==> config.mk <==
export PLATFORM = sky130hd
export DESIGN_NAME = fetch_align_ctrl
export DESIGN_NICKNAME = d
export VERILOG_FILES = /design/src/rtl/fetch_align_ctrl.sv
export SDC_FILE = /design/constraint.sdc
export NUM_CORES = 1
export LEC_CHECK = 0
export BUFFER_PORTS_ARGS = -buffer_cell sky130_fd_sc_hd__buf_2
export CAP_MARGIN = 40
export CORE_UTILIZATION = 34
export CTS_CLUSTER_DIAMETER = 120
export DETAILED_ROUTE_END_ITERATION = 16
export SYNTH_ARGS = -nofsm -noshare
export SYNTH_HDL_FRONTEND = slang
export SYNTH_SLANG_ARGS = --single-unit
==> constraint.sdc <==
create_clock -name clk -period 4.3 [get_ports clk]
set_input_delay 0.645 -clock clk [delete_from_list [all_inputs] [get_ports clk]]
set_output_delay 0.645 -clock clk [all_outputs]
set_load 0.1 [all_outputs]
==> src/rtl/fetch_align_ctrl.sv <==
// Fetch sequencer and 16-bit parcel aligner feeding the C-extension decompressor.
// Issues word-aligned fetches, buffers returned words as parcels and presents one
// whole instruction (compressed parcel or 32-bit pair) per handshake to decode.
module fetch_align_ctrl #(
    parameter logic [31:0] RESET_PC = 32'h0000_0000,
    parameter int          PARCELS  = 4
) (
    input  logic        clk,
    input  logic        rst_n,
    input  logic        flush,
    input  logic [31:0] flush_pc,
    output logic        mem_req,
    output logic [31:0] mem_addr,
    input  logic        mem_gnt,
    input  logic        mem_rvalid,
    input  logic [31:0] mem_rdata,
    output logic        instr_valid,
    input  logic        instr_ready,
    output logic [31:0] instr_raw,
    output logic        instr_cmp,
    output logic [31:0] instr_pc
);

    localparam int PW = $clog2(PARCELS);
    localparam int CW = PW + 1;
    // Issue only while at least two parcel slots are free; a fetch is only ever
    // launched from IDLE, where nothing is in flight.
    localparam logic [CW-1:0] ISSUE_MAX = CW'(PARCELS - 2);

    typedef enum logic [1:0] {
        IDLE = 2'd0,
        REQ  = 2'd1,
        WAIT = 2'd2
    } state_t;

    state_t          state;
    logic            drop;
    logic            skip;
    logic [CW-1:0]   count;
    logic [PW-1:0]   head;
    logic [15:0]     parcels [PARCELS];

    logic [PW-1:0]   head_nx;
    logic [PW-1:0]   tail;
    logic [PW-1:0]   tail_nx;
    logic [15:0]     par0;
    logic [15:0]     par1;
    logic            head_cmp;
    logic            have_one;
    logic            have_two;
    logic            pop;
    logic            accept;
    logic            can_issue;
    logic            flush_drop;
    logic [CW-1:0]   pop_amt;
    logic [CW-1:0]   push_amt;

    assign head_nx  = head + PW'(1);
    assign tail     = head + count[PW-1:0];
    assign tail_nx  = tail + PW'(1);
    assign par0     = parcels[head];
    assign par1     = parcels[head_nx];

    // Head classification and the decode-facing view; gated by occupancy so an
    // empty buffer never exposes stale or uninitialised parcel contents.
    assign head_cmp    = (par0[1:0] != 2'b11);
    assign have_one    = (count != '0);
    assign have_two    = (count >= CW'(2));
    assign instr_valid = have_one && (head_cmp || have_two);
    assign instr_cmp   = have_one && head_cmp;
    assign instr_raw   = !instr_valid ? 32'h0 :
                         head_cmp     ? {16'h0, par0} : {par1, par0};

    // Flush overrides both pop and push in the cycle it is asserted.
    assign pop      = instr_valid && instr_ready && !flush;
    assign accept   = (state == WAIT) && mem_rvalid && !flush;
    assign pop_amt  = !pop    ? '0 : (head_cmp ? CW'(1) : CW'(2));
    assign push_amt = !accept ? '0 : (skip     ? CW'(1) : CW'(2));

    assign can_issue = !drop && (count <= ISSUE_MAX);

    // A response is still owed after a flush if one was granted and has not yet
    // come back; a response arriving in the flush cycle itself is the stale one.
    assign flush_drop = ((state == WAIT) && !mem_rvalid) ||
                        ((state == REQ)  && mem_gnt)     ||
                        (drop && !mem_rvalid);

    // Control state: fetch FSM, buffer pointers, PCs and the skip/drop flags.
    always_ff @(posedge clk or negedge rst_n) begin
        if (!rst_n) begin
            state    <= IDLE;
            mem_req  <= 1'b0;
            mem_addr <= RESET_PC & ~32'h3;
            instr_pc <= RESET_PC & ~32'h1;
            skip     <= RESET_PC[1];
            drop     <= 1'b0;
            count    <= '0;
            head     <= '0;
        end else if (flush) begin
            count    <= '0;
            head     <= '0;
            instr_pc <= flush_pc & ~32'h1;
            mem_addr <= flush_pc & ~32'h3;
            skip     <= flush_pc[1];
            drop     <= flush_drop;
            // From IDLE with nothing owed the empty buffer can take a word at
            // once, which gives the one-cycle flush-to-request latency.
            if ((state == IDLE) && !flush_drop) begin
                state   <= REQ;
                mem_req <= 1'b1;
            end else begin
                state   <= IDLE;
                mem_req <= 1'b0;
            end
        end else begin
            count    <= count + push_amt - pop_amt;
            head     <= head + pop_amt[PW-1:0];
            instr_pc <= instr_pc + 32'({pop_amt, 1'b0});
            if (accept) begin
                skip <= 1'b0;
            end
            case (state)
                IDLE: begin
                    if (drop) begin
                        if (mem_rvalid) begin
                            drop <= 1'b0;
                        end
                    end else if (can_issue) begin
                        state   <= REQ;
                        mem_req <= 1'b1;
                    end
                end
                REQ: begin
                    if (mem_gnt) begin
                        state   <= WAIT;
                        mem_req <= 1'b0;
                    end
                end
                WAIT: begin
                    if (mem_rvalid) begin
                        state    <= IDLE;
                        mem_addr <= mem_addr + 32'd4;
                    end
                end
                default: begin
                    state   <= IDLE;
                    mem_req <= 1'b0;
                end
            endcase
        end
    end

    // Parcel storage: written only at the tail on an accepted response, low
    // parcel first; the low parcel is dropped when entering mid-word.
    always_ff @(posedge clk) begin
        if (accept) begin
            if (skip) begin
                parcels[tail] <= mem_rdata[31:16];
            end else begin
                parcels[tail]    <= mem_rdata[15:0];
                parcels[tail_nx] <= mem_rdata[31:16];
            end
        end
    end

endmodule

* Word level (Yosys, flattened, before mapping)
Memories as Yosys holds them, arrays and structs flattened.
Cells that the tools add are included.
** Cells by class
- Add/sub/neg operators :: 8
- Magnitude comparators :: 2
- Equal/unequal tests :: 8
- Multiplexer cells :: 38
- Bitwise operators :: 1
- Reductions and logical operators :: 27
** Operators with widths (number)
- $mux W32 :: 6
- $add A32 B3 Y32 :: 1
- $add A32 B3 Y32 const B :: 1
- $mux W2 :: 10
- $mux W1 :: 18
- $mux W16 :: 1
- $ne A3 B3 Y1 const B :: 4
- $logic_and A1 B1 Y1 :: 11
- $reduce_and A4 Y1 :: 2
- $reduce_bool A2 Y1 :: 4
- $pmux W2 S3 :: 1
- $add A2 B1 Y2 const B :: 2
- $add A2 B2 Y2 :: 2
- $logic_not A1 Y1 :: 4
- $ne A2 B2 Y1 const B :: 2
- $add A3 B2 Y3 :: 1
- $ge A3 B2 Y1 const B :: 1
- $le A3 B2 Y1 const B :: 1
- $logic_or A1 B1 Y1 :: 3
- $mux W3 :: 1
- $pmux W1 S3 :: 1
- $reduce_bool A3 Y1 :: 1
- $sub A3 B2 Y3 :: 1
- $eq A2 B1 Y1 const B :: 1
- other kinds (4) :: 4
** Storage, ports and cells
- Register bits after elaboration :: 74
- RAM bits :: 64
- Word-level logic and storage cells :: 93
- Memories kept :: 1
** Memory list
- parcels :: words 4, width 16, rd ports 2, clocked after Yosys merged registers in 0, wr ports 2, RTL line 41 : logic [15:0] parcels [PARCELS];

* Depth between registers and ports, before layout
Gate-level depths: netlist of run 1.
An unclocked memory read counts as a cell.
- Depth after elaboration :: 9
- Gate-level depth with buffers :: 13
- Depth with buffers taken out :: 12

* Worst setup path before layout of run 1
OpenSTA, ideal clock, no wires.
- Path type :: register to register
- From :: register head[0]
- To :: register instr_pc[29]
- Data arrival time :: 3.653 ns
- Data required time :: 4.218 ns
- Path slack :: 0.564 ns
- Cell stages (with the launch flop) :: 12
- Clock period less this slack :: 3.736 ns
- Cells stage by stage :: dfrtp_1 > buf_2 > mux4_2 > nand2_1 > o31a_1 > and3_1 > ha_1 > fa_1 > and2_1 > and4_1 > or4b_1 > a31oi_1
** On the way
- Longest elaborated chain between the ends :: 9
- Elaborated cells on any way between the ends :: 10
- Those cells by class :: add/sub (1); eq/ne (1); mux (3); reduce/logical (4); memory (1)
** RTL lines
- from (decl) :: RTL line 40 : logic [PW-1:0] head;
- from (signal assigned) :: RTL line 117 : head <= head + pop_amt[PW-1:0];
- $mem_v2 Z4 W16 (*)
- $ne A2 B2 Y1 (*) :: RTL line 66 : assign head_cmp = (par0[1:0] != 2'b11);
- $logic_or A1 B1 Y1 :: RTL line 69 : assign instr_valid = have_one && (head_cmp || have_two);
- $logic_and A1 B1 Y1 :: RTL line 69
- $logic_and A1 B1 Y1 (2 in series) :: RTL line 75 : assign pop = instr_valid && instr_ready && !flush;
- $mux W2 (*) :: RTL line 77 : assign pop_amt = !pop ? '0 : (head_cmp ? CW'(1) : CW'(2));
- $add A32 B3 Y32 (*) :: RTL line 118 : instr_pc <= instr_pc + 32'({pop_amt, 1'b0});
- $mux W32 (*) :: RTL line 99 : end else if (flush) begin
- to (signal assigned) :: RTL line 94 : instr_pc <= RESET_PC & ~32'h1;
- to (signal assigned) :: RTL line 102 : instr_pc <= flush_pc & ~32'h1;
- to (signal assigned) :: RTL line 118
- to (decl) :: RTL line 21 : output logic [31:0] instr_pc
Mark *: on every way between the ends. The rest lies on a longest branch, timed or not.
A chain may end at the register's enable or synchronous reset.

* Worst setup path after layout of run 1
- From :: register head[0]
- To :: register instr_pc[17]
Same word-level chain as after synthesis.

==> impl_metrics.tcl, run 1 <==
set metrics [dict create \
    clock-root-buffer "sky130_fd_sc_hd__clkbuf_16" \
    worst_hold_path_type "in -> async" \
    synth_area_leaders "sky130_fd_sc_hd__edfxtp_1 24%, sky130_fd_sc_hd__dfrtp_1 22%, sky130_fd_sc_hd__mux2_2 11%, sky130_fd_sc_hd__mux4_2 8.9%, sky130_fd_sc_hd__nor2b_1 3.1%" \
    postLayoutCellArea_um2 9850 \
    slew-limit-headroom_pct 41.9 \
    floorplan.die_area_um2 24600 \
    synth_edf_count 64 \
    clk_pin_slew_ns 0.06 \
    synth_cells 697 \
    final_max_slew_viol_count 0 \
    cts.htree.levels 4 \
    sequential_element_share_of_the_synthesized_area_pct 45.4 \
    antenna-diode-count 0 \
    rsz_0062_raised_after_global_routing "no" \
    cts_inserted_buffers 17 \
    yosysUniqueCellTypes 61 \
    cts-resized-gates 0 \
    irDropWorstVdd_uv 265 \
    port-buffer-count 164 \
    y_dimension_of_the_die_um 157 \
    cts-hold-fix-buffers 0 \
    outcome "finished clean" \
    initial_core_util_pct 34.7 \
    num_io_pins 169 \
    antenna_left 0 \
    hold-worst-slack_ns 0.142 \
    achievable-frequency_mhz 303 \
    globalRouteOverflowTotal 0 \
    grt_pass1_vias 6130 \
    num-nets-final 935 \
    cp-start-kind "flip-flop" \
    postRouteWirelength_um 22600 \
    drc 0 \
    final.min_clock_period_ns 3.30 \
    post_route_cells_drive_above_1_share_pct 39.3 \
    clock_insertion_delay_worst_skew_ns 0.42 \
    ys_dominant_reg_cell "sky130_fd_sc_hd__dfrtp_1" \
    worstPathMaxFanout 12 \
    reg2reg_depth 10 \
    synth_largest_area_cell "sky130_fd_sc_hd__edfxtp_1" \
    cts.path.max_buffers 2 \
    place.detailed.hpwl_um 16000 \
    path_class "reg -> reg" \
    die_x_um 157 \
    drt_pass1_iterations 7 \
    timing.final.setup_violations 0 \
    finalSetupTns_ns 0 \
    yosys.area.top_type_share_pct 23.6 \
    startpoint_of_the_most_critical_setup_path "head[0]$_DFF_PN0_" \
    yosys_register_bits 135 \
    crit_arrival_ns 3.64 \
    cts_tree "done" \
    grt_max_degree 71 \
    cp.required_ns 4.64 \
    tritoncts_num_sinks 135 \
    worst_pin_slew_ns 0.864 \
    route.detailed.vias_per_inst 5.41 \
    track_usage_pct 18.9 \
    layout_worst_path_cycle_share_pct 76.7 \
    cts_post_setup_buffers_inserted 0 \
    area_growth_pct 21.1 \
    hold_violations 0 \
    final_worst_clock_skew_ns 0.00941 \
    p_total_mw 4.87 \
    asyncSetResetFlopFracSynth_pct 52.6 \
    crit-reg2reg-launch "head[0]$_DFF_PN0_" \
    core_region_area_um2 23500 \
    leakage_nw 3.86 \
    rows 56 \
    synth_most_common_cell "sky130_fd_sc_hd__mux2_2" \
    placed_cell_area_um2 9290 \
    route.vias.total 6417 \
    gp_congestion 0.837 \
    pwr_density_cell_nw_per_um2 494 \
    synth_area_per_cell_um2 11.7 \
    synthesis.area_um2 8140 \
    grt_first_pass_wirelength_um 35000 \
    timing.max_cap.violations 0 \
    wl_per_cell_um 19.0 \
    synth.top_cells.by_count "81 x sky130_fd_sc_hd__mux2_2, 71 x sky130_fd_sc_hd__dfrtp_1, 64 x sky130_fd_sc_hd__edfxtp_1" \
    critical_path.endpoint_type "flip-flop" \
    synth-warning-count 0 \
    detail_route.iter0.violations 548 \
    fillers 2266 \
    grt_antenna_before_repair 0 \
]
-- state kept, by name, summed over array words and instances, names as in the netlist --
signal,count
parcels,64
instr_pc,31
mem_addr,30
count,3
head,2
state,2
drop,1
mem_req,1
skip,1
-- final cells by class --
cell class              instances  area [um^2]  area share, %
repair buffers                181          951           9.65
well taps                     319          399           4.05
multi-input cells             500         4160           42.2
clock buffers                  20          479           4.86
clock inverters                12         88.8          0.901
flip-flops and latches        135         3700           37.5
inverters                      20         75.1          0.762
-- report_power, final --
group / switching (mW) / internal, mW
sequential: 0.134 / 1.45
combinational: 1.48 / 0.402
clock: 0.592 / 0.811
-- worst paths after layout --
path                                            end  slack [ns]
max                          instr_pc[17]$_DFF_PN0_        1.00
min                        mem_addr[18]$_DFFE_PN0P_        0.14
max reg2reg                  instr_pc[17]$_DFF_PN0_        1.00
min reg2reg                        drop$_DFFE_PN0P_        0.51
max in group asynchronous   mem_addr[3]$_DFFE_PN0P_        3.23
min in group clk              instr_pc[2]$_DFF_PN0_        0.46
-- metal layers --
metal | track usage, % | wire, um | up-vias
met5 | 0 | 0 | -
li1 | - | - | 3007
met2 | 29.6 | 10700 | 183
met3 | 3.88 | 1130 | 22
met4 | 5.32 | 347 | 0
met1 | 26.3 | 10400 | 3205
-- placed cells by master, fill, tap and decap left out, drive strengths merged, types with 7 or more instances in the layout --
cell | Yosys | final
or3 | 9 | 9
and4 | 23 | 23
nand2 | 29 | 29
mux2 | 81 | 81
nand3 | 17 | 17
nor2b | 40 | 40
edfxtp | 64 | 64
o31ai | 7 | 7
or4 | 8 | 8
o21ai | 16 | 16
dfrtp | 71 | 71
mux4 | 32 | 32
ha | 7 | 7
a21oi | 13 | 13
xor2 | 11 | 11
xnor2 | 16 | 16
a211oi | 15 | 15
clkbuf | 20 | 20
nand4 | 23 | 23
buf | 24 | 181
nor4 | 12 | 12
nor2 | 43 | 43
nor3 | 23 | 23
a31oi | 14 | 14
and3 | 11 | 11
inv | 19 | 24
-- stage by stage --
step	util, %	instances	setup slack (ns)
2_1_floorplan	-	699	0.564
3_3_place_gp	39.6	1155	1.07
3_5_place_dp	39.6	1155	1.01
4_1_cts	42.0	1187	1.00
5_1_grt	42.0	1187	0.715
6_report	42.0	1187	1.00
-- critical path, stage by stage (launching register included) --
cell and delay (ns):
sky130_fd_sc_hd__dfrtp_2 0.45, sky130_fd_sc_hd__mux4_2 0.55, sky130_fd_sc_hd__nand2_1 0.12, sky130_fd_sc_hd__o31a_1 0.16
sky130_fd_sc_hd__and3_1 0.23, sky130_fd_sc_hd__ha_1 0.21, sky130_fd_sc_hd__fa_1 0.24, sky130_fd_sc_hd__and2_1 0.25
sky130_fd_sc_hd__nand2_1 0.34, sky130_fd_sc_hd__or4_1 0.50, sky130_fd_sc_hd__a31oi_1 0.16
-- kinds of logic after synthesis --
family | after synthesis | synth area share (%)
mux | 117 | 20.6
simple gates | 256 | 18.2
xor+xnor | 27 | 2.91
other cells | 1 | 0.0461
compound gates | 87 | 7.32
fa+ha+maj | 10 | 1.81
buf+inv | 64 | 3.69
flops | 135 | 45.4
Power figures use the tool's default switching activity.
==> run 2: changes to the inputs <==
==> constraint.sdc (replaced) <==
create_clock -name clk -period 2.9 [get_ports clk]
set_input_delay 0.435 -clock clk [delete_from_list [all_inputs] [get_ports clk]]
set_output_delay 0.435 -clock clk [all_outputs]
set_load 0.1 [all_outputs]
==> impl_metrics.tcl, run 2 (synthesis gave the netlist of run 1 again) <==
set metrics [dict create \
    outcome "finished clean" \
    finalSetupTns_ns 0 \
    slew-limit-headroom_pct 47.4 \
    grt_antenna_before_repair 0 \
    cts.htree.levels 4 \
    comb_power_share_pct 39.8 \
    worst-r2r-setup-slack_ns 0.05 \
    final_worst_clock_skew_ns 0.0119 \
    switching_share_pct 44.5 \
    max_flop_register "parcels" \
    rsz_0062_raised_after_global_routing "yes" \
    grt_pass1_vias 6148 \
    path_class "reg -> reg" \
    cp-start-kind "flip-flop" \
    leakage_nw 4.10 \
    register_area_um2 3700 \
    p_switching_mw 3.43 \
    critPathMaxStageDelay_ns 0.58 \
    hold_path_startpoint "flush_pc[2]" \
    sequentialPowerShare_pct 30.4 \
    critical_path.endpoint_type "flip-flop" \
    route.detailed.vias_per_inst 5.37 \
    layout_commonest_cell "sky130_fd_sc_hd__buf_2" \
    irDropWorstVdd_uv 544 \
    biggest_registers_after_layout "parcels (64), instr_pc (31), mem_addr (30)" \
    cts_tree "done" \
    path_cells "mux4_2 > nand2_4 > o31a_4 > and3_4 > ha_4 > fa_2 > and2_4 > and4_4 > or4b_1 > a31oi_1" \
    y_dimension_of_the_die_um 157 \
    wl_per_cell_um 18.8 \
    crit-reg2reg-launch "head[0]$_DFF_PN0_" \
    flip_flop_count_of_the_largest_register_all_copies_and_words_added 64 \
    place.detailed.hpwl_um 16300 \
    dpl_worst_slack_ns 0.0590 \
    rows 56 \
    cp.required_ns 3.25 \
    reg2reg_depth 10 \
    clock_insertion_delay_worst_skew_ns 0.42 \
    antenna-diode-count 0 \
    worstPathMaxFanout 4 \
    globalRouteOverflowTotal 0 \
    most-common-layout-cells "142 x sky130_fd_sc_hd__buf_2, 81 x sky130_fd_sc_hd__mux2_2, 70 x sky130_fd_sc_hd__dfrtp_1" \
    final_max_slew_viol_count 0 \
    timing.final.setup_violations 0 \
    drc 0 \
    cts.path.max_buffers 2 \
    num_io_pins 169 \
    route.vias.total 6492 \
    multi_input_area_um2 4330 \
    worst_hold_path.endpoint "mem_addr[2]$_DFFE_PN0P_" \
    core_region_area_um2 23500 \
    initial_core_util_pct 34.7 \
    detail_route.iter0.violations 416 \
    tritoncts_num_sinks 135 \
    postLayoutCellArea_um2 10600 \
    grt_max_degree 71 \
    crit_buf_inv 0 \
    final.min_clock_period_ns 2.85 \
    clk_pin_slew_ns 0.07 \
    clock-root-buffer "sky130_fd_sc_hd__clkbuf_16" \
    layout_worst_path_cycle_share_pct 98.2 \
    antenna_left 0 \
    port-buffer-count 164 \
    crit_arrival_ns 3.20 \
    floorplan.die_area_um2 24600 \
    hold_violations 0 \
    postRouteWirelength_um 22700 \
    worst_pin_slew_ns 0.769 \
    pwr_density_cell_nw_per_um2 730 \
    min_path_cells 3 \
    num-nets-final 958 \
    achievable-frequency_mhz 351 \
    worst_hold_path_type "in -> reg" \
    path_delay_family "simple AND/OR/NAND/NOR gates" \
    placed_cell_area_um2 9850 \
    area_growth_pct 29.8 \
    grt_first_pass_wirelength_um 35200 \
    clockPowerShare_pct 29.8 \
    post_route_cells_drive_above_1_share_pct 44.7 \
    fillers 2200 \
    critical_path.slowest_cell "sky130_fd_sc_hd__mux4_2" \
    cts_inserted_buffers 17 \
    drt_pass1_iterations 5 \
    gp_congestion 0.812 \
    setup_ws_ns 0.0521 \
    track_usage_pct 19.0 \
    worstReg2RegEnd "instr_pc[29]$_DFF_PN0_" \
    internal_power_mw 4.28 \
    die_x_um 157 \
    p_total_mw 7.71 \
    timing.max_cap.violations 0 \
]
[run 2: area by class of cell]
class / count / share of cell area [%]
Multi-Input combinational cell: 500 / 40.9
Sequential cell: 135 / 35.0
Timing Repair Buffer: 204 / 13.6
Clock buffer: 17 / 4.03
Tap cell: 319 / 3.78
Clock inverter: 15 / 1.91
Inverter: 20 / 0.710
[run 2: repair_timing]
action                     CTS  global route
setup buffers                2             1
pin swaps                    1            15
hold endpoints to repair    27             0
resized for setup            1            12
setup endpoints to repair   17            23
hold buffers                 1             0
[run 2: tightest hold or removal path, stage by stage]
cell                      delay (ns)
sky130_fd_sc_hd__buf_2          0.07
sky130_fd_sc_hd__nand2_1        0.07
sky130_fd_sc_hd__o21ai_0        0.07
[run 2: through the flow]
| step | hold WS (ns) | util, % | cells |
|---|---|---|---|
| 2_1_floorplan | 0.139 | - | 699 |
| 3_3_place_gp | 0.492 | 41.8 | 1173 |
| 6_report | 0.261 | 45.0 | 1210 |
| 3_5_place_dp | 0.401 | 42.0 | 1174 |
| 4_1_cts | 0.238 | 44.8 | 1209 |
| 5_1_grt | 0.241 | 45.0 | 1210 |
[run 2: routing by layer]
layer | vias up | wire (um) | GRT usage, % | part of all wire [%]
met3 | 15 | 1330 | 4.13 | 5.9
met5 | - | 0 | 0 | 0
li1 | 3056 | - | - | -
met1 | 3220 | 10100 | 26.0 | 45
met4 | 0 | 207 | 5.28 | 0.91
met2 | 201 | 11000 | 30.1 | 49
[run 2: power groups by stage]
stage / sequential (mW) / combinational, mW / clock [mW]
floorplan: 3.00 / 1.67 / 0
global placement: 2.36 / 3.01 / 0
detailed placement: 2.37 / 3.03 / 0
CTS: 2.34 / 3.07 / 2.35
global route: 2.37 / 3.22 / 2.42
finish: 2.34 / 3.07 / 2.30
[run 2: how the worst max path moves through the flow]
stage,startpoint,to,slack (ns),cells past startpoint
after floorplan,head[1]$_DFF_PN0_,instr_raw[12],-0.38,5
after global placement,head[0]$_DFF_PN0_,instr_pc[18]$_DFF_PN0_,0.09,10
after detailed placement,head[0]$_DFF_PN0_,instr_pc[18]$_DFF_PN0_,0.06,10
after CTS,head[0]$_DFF_PN0_,instr_raw[5],0.02,6
after global routing,head[0]$_DFF_PN0_,instr_pc[29]$_DFF_PN0_,-0.05,10
final,head[0]$_DFF_PN0_,instr_pc[29]$_DFF_PN0_,0.05,10
==> run 3: changes to the inputs <==
--- a/config.mk
+++ b/config.mk
@@ -7,6 +7,7 @@
 export LEC_CHECK = 0
 export BUFFER_PORTS_ARGS = -buffer_cell sky130_fd_sc_hd__buf_2
 export CAP_MARGIN = 40
+export CORE_MARGIN = 2
 export CORE_UTILIZATION = 34
 export CTS_CLUSTER_DIAMETER = 120
 export DETAILED_ROUTE_END_ITERATION = 16
==> impl_metrics.tcl, run 3 (synthesis gave the netlist of run 1 again) <==
set metrics [dict create \
    route.vias.total 6569 \
    gp_congestion 0.835 \
    flip_flop_count_of_the_largest_register_all_copies_and_words_added 64 \
    y_dimension_of_the_die_um 159 \
    dpl_worst_slack_ns 0.0571 \
    max_flop_register "parcels" \
    final_worst_clock_skew_ns 0.0137 \
    cts_inserted_buffers 17 \
    tritoncts_num_sinks 135 \
    route.detailed.vias_per_inst 5.43 \
    pwr_density_cell_nw_per_um2 715 \
    slew-limit-headroom_pct 44.9 \
    worst-r2r-setup-slack_ns 0.06 \
    setup_ws_ns 0.0624 \
    grt_pass1_vias 6305 \
    drt_pass1_iterations 6 \
    irDropWorstVdd_uv 475 \
    floorplan.die_area_um2 25200 \
    rsz_0062_raised_after_global_routing "yes" \
    track_usage_pct 18.3 \
    critical_path.slowest_cell "sky130_fd_sc_hd__mux4_2" \
    cts_tree "done" \
    layout_commonest_cell "sky130_fd_sc_hd__buf_2" \
    path_cells "mux4_2 > nand2_4 > o31a_4 > and3_4 > ha_4 > fa_2 > and2_4 > and4_1 > or4b_4 > a31oi_1" \
    postRouteWirelength_um 23000 \
    clock-root-buffer "sky130_fd_sc_hd__clkbuf_16" \
    timing.max_cap.violations 0 \
    cts.htree.levels 4 \
    place.detailed.hpwl_um 16300 \
    crit_buf_inv 0 \
    final.min_clock_period_ns 2.84 \
    p_total_mw 7.50 \
    worst_pin_slew_ns 0.805 \
    drc 0 \
    critPathMaxStageDelay_ns 0.57 \
    final_max_slew_viol_count 0 \
    antenna_left 0 \
    layout_worst_path_cycle_share_pct 97.8 \
    hold_violations 0 \
    initial_core_util_pct 34.7 \
    clock_insertion_delay_worst_skew_ns 0.44 \
    port-buffer-count 164 \
    outcome "finished clean" \
    path_delay_family "simple AND/OR/NAND/NOR gates" \
    timing.final.setup_violations 0 \
    cp-start-kind "flip-flop" \
    core_region_area_um2 23500 \
    worst_hold_path_type "in -> reg" \
    achievable-frequency_mhz 352 \
    cp.required_ns 3.25 \
    grt_antenna_before_repair 2 \
    num-nets-final 956 \
    num_io_pins 169 \
    globalRouteOverflowTotal 0 \
    area_growth_pct 28.9 \
    cts.path.max_buffers 2 \
    path_class "reg -> reg" \
    clk_pin_slew_ns 0.06 \
    crit_arrival_ns 3.19 \
    rows 56 \
    critical_path.endpoint_type "flip-flop" \
    grt_max_degree 71 \
    biggest_registers_after_layout "parcels (64), instr_pc (31), mem_addr (30)" \
    detail_route.iter0.violations 395 \
    most-common-layout-cells "144 x sky130_fd_sc_hd__buf_2, 81 x sky130_fd_sc_hd__mux2_2, 70 x sky130_fd_sc_hd__dfrtp_1" \
    wl_per_cell_um 19.0 \
    post_route_cells_drive_above_1_share_pct 44.5 \
    worstPathMaxFanout 4 \
    die_x_um 159 \
    grt_first_pass_wirelength_um 35900 \
    leakage_nw 4.04 \
]
run 3: cell types whose count changed in the layout (fill, tap and decap cells not counted), sizes merged:
cell and change:
bufinv -2, diode +2, inv +2, clkinv -2, clkinvlp +2, clkbuf -2
run 3: final timing paths:
| kind | startpoint | endpoint | cells after the start |
|---|---|---|---|
| setup / recovery | head[0]$_DFF_PN0_ | instr_pc[29]$_DFF_PN0_ | 10 |
| hold / removal | flush_pc[13] | instr_pc[13]$_DFF_PN0_ | 2 |
| setup reg to reg | head[0]$_DFF_PN0_ | instr_pc[29]$_DFF_PN0_ | 10 |
| hold reg to reg | drop$_DFFE_PN0P_ | drop$_DFFE_PN0P_ | 2 |
| max in group asynchronous | rst_n | instr_pc[1]$_DFF_PN0_ | 3 |
| min in group asynchronous | rst_n | mem_addr[18]$_DFFE_PN0P_ | 2 |
run 3: power breakdown:
part	total, mW	switching [mW]	internal, mW	leakage [nW]
clock network	2.10	0.966	1.13	0.272
registers	2.35	0.197	2.15	1.41
logic	3.06	2.26	0.797	2.37
total	7.50	3.42	4.08	4.04
run 3: metrics by stage:
| step | instances | setup TNS [ns] | hold WS (ns) | util (%) | cell area [um^2] |
|---|---|---|---|---|---|
| after floorplan | 699 | -5.77 | 0.139 | - | 8280 |
| after global placement | 1172 | 0 | 0.499 | 41.8 | 9820 |
| after detailed placement | 1173 | 0 | 0.390 | 41.9 | 9840 |
| after CTS | 1208 | 0 | 0.241 | 44.5 | 10400 |
| after global routing | 1210 | -0.126 | 0.249 | 44.7 | 10500 |
| final | 1210 | 0 | 0.247 | 44.7 | 10500 |
run 3: worst register-to-register path: stages (launching register included):
cell and delay [ns]:
sky130_fd_sc_hd__dfrtp_2 0.41, sky130_fd_sc_hd__mux4_2 0.57, sky130_fd_sc_hd__nand2_4 0.12, sky130_fd_sc_hd__o31a_4 0.14, sky130_fd_sc_hd__and3_4 0.20, sky130_fd_sc_hd__ha_4 0.13
sky130_fd_sc_hd__fa_2 0.19, sky130_fd_sc_hd__and2_4 0.15, sky130_fd_sc_hd__and4_1 0.23, sky130_fd_sc_hd__or4b_4 0.46, sky130_fd_sc_hd__a31oi_1 0.17
run 3: cell type report:
| cell class | count | area [um^2] |
|---|---|---|
| well taps | 319 | 399 |
| repair buffers | 202 | 1420 |
| fillers | 2209 | 13000 |
| clock buffers | 17 | 425 |
| multi-input cells | 500 | 4330 |
| inverters | 20 | 77.6 |
| flip-flops and latches | 135 | 3700 |
| clock inverters | 15 | 133 |
| diodes | 2 | 5.00 |
run 3: what timing repair did:
item / CTS / global route
hold endpoints to repair: 25 / 0
setup endpoints to repair: 17 / 13
pin swaps: 1 / 13
buffers inserted: 2 / 0
resized for setup: 1 / 10
hold buffers: 1 / 0
run 3: routing by layer:
metal	global-route usage, %	share of wire [%]
met5	0	0
met4	6.46	2.2
met3	4.23	6.2
met2	28.1	47
met1	25.3	45
